File: src/rtl/instr_encoder_loader.sv
// instr_encoder_loader
//   Writer side of the instruction path. Accepts decoded instruction fields
//   over a valid/ready handshake, packs them into RV32I words and writes them
//   sequentially into instruction memory starting at BASE_ADDR. The ALUop
//   encoding matches the control unit's decode so words round-trip.
//
// Ports
//   clk, rst_n         clock (rising edge), asynchronous active-low reset
//   start              pulse: open a load session (only honoured in IDLE/DONE)
//   in_valid/in_ready  field handshake
//   in_kind            00 R, 01 I-ALU, 10 lw, 11 sw
//   in_aluop           ALU operation code (R / I-ALU only)
//   in_rd/rs1/rs2      register fields
//   in_imm             12-bit immediate
//   in_last            final instruction of the session
//   mem_we/addr/wdata  instruction-memory write port
//   count              words written this session
//   busy/done/err      session status; err is sticky until the next start
module instr_encoder_loader #(
  parameter int          ADDR_W    = 10,
  parameter int unsigned BASE_ADDR = 0
) (
  input  logic              clk,
  input  logic              rst_n,
  input  logic              start,
  input  logic              in_valid,
  output logic              in_ready,
  input  logic [1:0]        in_kind,
  input  logic [3:0]        in_aluop,
  input  logic [4:0]        in_rd,
  input  logic [4:0]        in_rs1,
  input  logic [4:0]        in_rs2,
  input  logic [11:0]       in_imm,
  input  logic              in_last,
  output logic              mem_we,
  output logic [ADDR_W-1:0] mem_addr,
  output logic [31:0]       mem_wdata,
  output logic [ADDR_W-2:0] count,
  output logic              busy,
  output logic              done,
  output logic              err
);

  localparam logic [ADDR_W-1:0] BASE      = BASE_ADDR[ADDR_W-1:0];
  localparam logic [ADDR_W-1:0] LAST_ADDR = {{(ADDR_W-2){1'b1}}, 2'b00};

  typedef enum logic [1:0] {IDLE, ACCEPT, WRITE, DONE} state_t;

  state_t state, state_nxt;
  logic   last_q;
  logic   fields_ok;
  logic   at_last;

  // Valid ALU codes: 0..7, sub (1000) and sra (1101). sub has no immediate
  // form. Loads and stores ignore the ALU code entirely.
  function automatic logic is_legal(input logic [1:0] kind, input logic [3:0] op);
    logic known;
    known = (op[3] == 1'b0) || (op == 4'b1000) || (op == 4'b1101);
    case (kind)
      2'b00:   is_legal = known;
      2'b01:   is_legal = known && (op != 4'b1000);
      default: is_legal = 1'b1;
    endcase
  endfunction

  function automatic logic [31:0] encode(
    input logic [1:0]  kind,
    input logic [3:0]  op,
    input logic [4:0]  rd,
    input logic [4:0]  rs1,
    input logic [4:0]  rs2,
    input logic [11:0] imm
  );
    logic [6:0]  f7;
    logic [2:0]  f3;
    logic [11:0] imm_i;
    f7 = op[3] ? 7'b0100000 : 7'b0000000;
    f3 = op[2:0];
    // Shift immediates carry only shamt; the upper bits select srl/sra.
    imm_i = ((f3 == 3'b001) || (f3 == 3'b101)) ? {f7, imm[4:0]} : imm;
    case (kind)
      2'b00:   encode = {f7, rs2, rs1, f3, rd, 7'b0110011};
      2'b01:   encode = {imm_i, rs1, f3, rd, 7'b0010011};
      2'b10:   encode = {imm, rs1, 3'b010, rd, 7'b0000011};
      default: encode = {imm[11:5], rs2, rs1, 3'b010, imm[4:0], 7'b0100011};
    endcase
  endfunction

  assign fields_ok = is_legal(in_kind, in_aluop);
  assign at_last   = (mem_addr == LAST_ADDR);

  always_ff @(posedge clk or negedge rst_n) begin
    if (!rst_n) state <= IDLE;
    else        state <= state_nxt;
  end

  always_comb begin
    state_nxt = state;
    case (state)
      IDLE, DONE: if (start) state_nxt = ACCEPT;
      ACCEPT: begin
        if (in_valid) begin
          if (fields_ok)    state_nxt = WRITE;
          else if (in_last) state_nxt = DONE;
        end
      end
      WRITE:   state_nxt = (last_q || at_last) ? DONE : ACCEPT;
      default: state_nxt = IDLE;
    endcase
  end

  // Outputs decode straight from state so an async reset drops mem_we at once.
  always_comb begin
    in_ready = (state == ACCEPT);
    mem_we   = (state == WRITE);
    busy     = (state == ACCEPT) || (state == WRITE);
    done     = (state == DONE);
  end

  always_ff @(posedge clk or negedge rst_n) begin
    if (!rst_n) begin
      mem_addr  <= BASE;
      mem_wdata <= '0;
      count     <= '0;
      err       <= 1'b0;
      last_q    <= 1'b0;
    end else begin
      case (state)
        IDLE, DONE: begin
          if (start) begin
            mem_addr <= BASE;
            count    <= '0;
            err      <= 1'b0;
          end
        end
        ACCEPT: begin
          if (in_valid) begin
            if (fields_ok) begin
              mem_wdata <= encode(in_kind, in_aluop, in_rd, in_rs1, in_rs2, in_imm);
              last_q    <= in_last;
            end else begin
              err <= 1'b1;
            end
          end
        end
        WRITE: begin
          count <= count + 1'b1;
          // The top word is written but the address never wraps; running
          // into it closes the session with an overflow error.
          if (at_last) err      <= 1'b1;
          else         mem_addr <= mem_addr + ADDR_W'(4);
        end
        default: ;
      endcase
    end
  end

endmodule
File: config.mk
export PLATFORM = sky130hd
export DESIGN_NAME = instr_encoder_loader
export DESIGN_NICKNAME = d
export VERILOG_FILES = /design/src/rtl/instr_encoder_loader.sv
export SDC_FILE = /design/constraint.sdc
export NUM_CORES = 1
export LEC_CHECK = 0
export ABC_AREA = 1
export BUFFER_PORTS_ARGS = -buffer_cell sky130_fd_sc_hd__buf_2
export CAP_MARGIN = 10
export CORE_ASPECT_RATIO = 1.4
export CORE_UTILIZATION = 45
export DETAILED_ROUTE_END_ITERATION = 8
export GPL_TIMING_DRIVEN = 0
export PLACE_DENSITY = 0.74
export SYNTH_ARGS = -nofsm -noshare
export SYNTH_HDL_FRONTEND = slang
export SYNTH_SLANG_ARGS = --single-unit
File: constraint.sdc
create_clock -name clk -period 2.3 [get_ports clk]
set_clock_uncertainty 0.15 [all_clocks]
set_input_delay 0.46 -clock clk [delete_from_list [all_inputs] [get_ports clk]]
set_output_delay 0.46 -clock clk [all_outputs]
set_load 0.02 [all_outputs]
==> metrics.md <==
| Metric | Value |
|---|---|
| RSZ-0062 raised after global routing | false |
| Most common cell after layout, fill and taps aside | nand2_1 |
| Reg2reg setup slack | 0.35 ns |
| Cells after DPL | 524 |
| Seq/Total Area, Yosys | 45.3% |
| Number of clock sinks | 49 |
| Clock Tree Buf Depth | 2 |
| # rows | 33 |
| Final hold violations | 0 |
| Hold_ws | 0.203 ns |
| Pre-antenna DRT Iters | 4 |
| Final period util | 87.1% |
| Vias | 2541 |
| Cts repair resizes | 0 |
| P&R area growth vs syn | 25.5% |
| Kind of end point of the critical path | primary output |
| CP peak stage delay | 0.41 ns |
| P per Cell Area | 1080 nW/um^2 |
| Yosys cell types | 27 |
| Status | finished, final reports clean |
| Clk root buf | clkbuf_8 |
| Vias in the first global route | 2309 |
| Cell type with the largest total area after synthesis | dfrtp_1 |
| Grt total ovfl | 0 |
| Nets@finish | 510 |
| Register clock-pin slew on the reported worst setup and hold paths | 0.09 ns |
| Largest net degree at the start of global routing | 50 |
| Die width | 67.5 um |
| Die Y | 93.8 um |
| Starting DRT DRC Count | 100 |
| Critical path, cell by cell | inv_1 -> ha_1 -> inv_1 -> buf_2 |
| # port buffers | 88 |
| Die area | 6330 sq um |
| Synth warn | 0 |
| Tightest Pin Transition | 0.489 ns |
| Synth Instances | 362 |
| Post-synthesis average cell area | 7.48 sq um |
| Max Clk Rate | 499 MHz |
| Vias per inst | 4.76 |
| Setup TNS | 0 ns |
| Detailed-placement wirelength estimate | 4760 um |
| Worst-skew pair later-pin latency | 0.30 ns |
| WP data required | 1.69 ns |
| Antenna violations before repair | 0 |
| CTS Buf Count | 5 |
| Buf/Inv on CP | 3 |
| Antenna Violating Nets Remaining | 0 |
| Top-area cell type share of the netlist area | 45.3% |
| Max Cap Viol | 0 |
| Max-slew violations | 0 |
| Worst VDD drop | 0.000514 V |
| Critical path arrival | 1.39 ns |
| CP Class | flip-flop to primary output |
| Drt wl/cell | 11.8 um |
| Global-route wire length before repair | 10300 um |
| Cell Area, Synth | 2710 sq um |
| Final cell count without fillers | 534 |
| Share of cells above drive strength 1 | 25.6% |
| Gpl congestion | 0.773 |
| Ant. Diodes | 0 |
| Fill cells | 567 |
| Drt total wl | 6320 um |
| Number of synthesized register bits | 49 |
| Initial Util | 46.5% |
| CTS Hold Bufs | 0 |
| Startpoint Class | flip-flop |
| Worst Hold Class | primary input to flip-flop |
| Total I/O pin count | 94 |
| CP most frequent cell | inv_1 |
| Setup bufs post-CTS | 0 |
| Top cells by area, synth | dfrtp_1, nand2_1, o21ai_0, inv_1, ha_1 |
| Minimum clock period after layout | 2.00 ns |
| Crit path max-delay cell type | dfrtp_1 |
| Final count of negative-setup-slack endpoints | 0 |
| CTS H-tree depth | 2 |
| Most frequent cells in the layout | nand2_1, buf_2, dfrtp_1, inv_1, o21ai_0 |
| Core ar. | 5820 sq um |
| Top delay family on crit path | flip-flops |
| Crit-path max FO | 4 |
| TritonCTS clock tree | built |
| LEAKAGE | 1.95 nW |
| Gr usage total | 21.1% |
| Relative slew slack | 67.1% |
| Drc violations | 0 |
[sequential cells by signal (all words and copies together) (netlist names)]
signal,cells
last_q,1
count,9
state,2
mem_wdata,28
mem_addr,8
err,1
[worst register-to-register path: stages, from the launching register on]
cell     delay (ns)
dfrtp_1        0.41
inv_1          0.06
ha_1           0.33
inv_1          0.12
nor2_1         0.06
nor2_2         0.19
buf_4          0.21
nand3_1        0.10
o21ai_0        0.16
a21oi_1        0.05
[synthesized netlist by cell type, drive strengths merged]
cell	number
xnor2	1
and3	2
nand3	23
nor3	2
xor2	1
buf	13
ha	9
clkbuf	2
nand4	8
conb	1
nand2	137
dfrtp	49
o21bai	1
or2	2
nor2	21
o21ai	38
a21oi	8
inv	44
[final timing paths]
kind	startpoint	depth (start not counted)	end
max	state[0]$_DFFE_PN0P_	4	busy
min	in_rs1[4]	3	mem_wdata[19]$_DFFE_PN0P_
max reg2reg	state[0]$_DFFE_PN0P_	9	count[5]$_DFFE_PN0P_
min reg2reg	mem_wdata[22]$_DFFE_PN0P_	2	mem_wdata[22]$_DFFE_PN0P_
max in group asynchronous	rst_n	3	mem_wdata[21]$_DFFE_PN0P_
min in group asynchronous	rst_n	2	mem_wdata[14]$_DFFE_PN0P_
[through the flow]
stage	area (sq um)	utilization [%]	setup WS, ns	power, W
floorplan	2720	-	0.457	0.00248
global placement	3250	55.8	0.247	0.00300
detailed placement	3250	55.8	0.205	0.00305
CTS	3370	57.8	0.295	0.00370
global route	3400	58.3	0.202	0.00396
finish	3400	58.3	0.296	0.00367
[area by class of cell]
type	count	area, sq um	share of cell area, %
Multi-Input combinational cell	258	1220	35.8
Clock buffer	7	86.3	2.54
Buffer	15	111	3.28
Tap cell	70	87.6	2.58
Inverter	44	168	4.94
Sequential cell	49	1230	36.1
Clock inverter	1	30.0	0.884
Timing Repair Buffer	90	470	13.9
[kinds of logic (layout without fill, tap and decap cells)]
family / after synthesis / count (layout) / share of synthesized area [%]
adders and majority gates: 9 / 9 / 4.16
and+or+nand+nor: 195 / 195 / 30.5
xor gates and xnor gates: 2 / 2 / 0.647
DFF: 49 / 49 / 45.3
buffers and inverters: 59 / 157 / 10.3
AOI/OAI and AO/OA: 47 / 47 / 8.92
other: 1 / 5 / 0.139
[power by group]
group          switching, W  internal [W]  total [W]
Clock              0.000291      0.000355   0.000646
Sequential         0.000182       0.00114    0.00132
Combinational       0.00113      0.000572    0.00170
Total               0.00161       0.00207    0.00367
[metal layers]
layer | vias up | global-route usage [%] | wire, um
met1 | 1140 | 25.2 | 2760
met5 | - | 0 | 0
li1 | 1325 | - | -
met2 | 71 | 37.1 | 3240
met4 | 0 | 7.27 | 71
met3 | 5 | 3.40 | 250
Power figures use the tool's default switching activity.
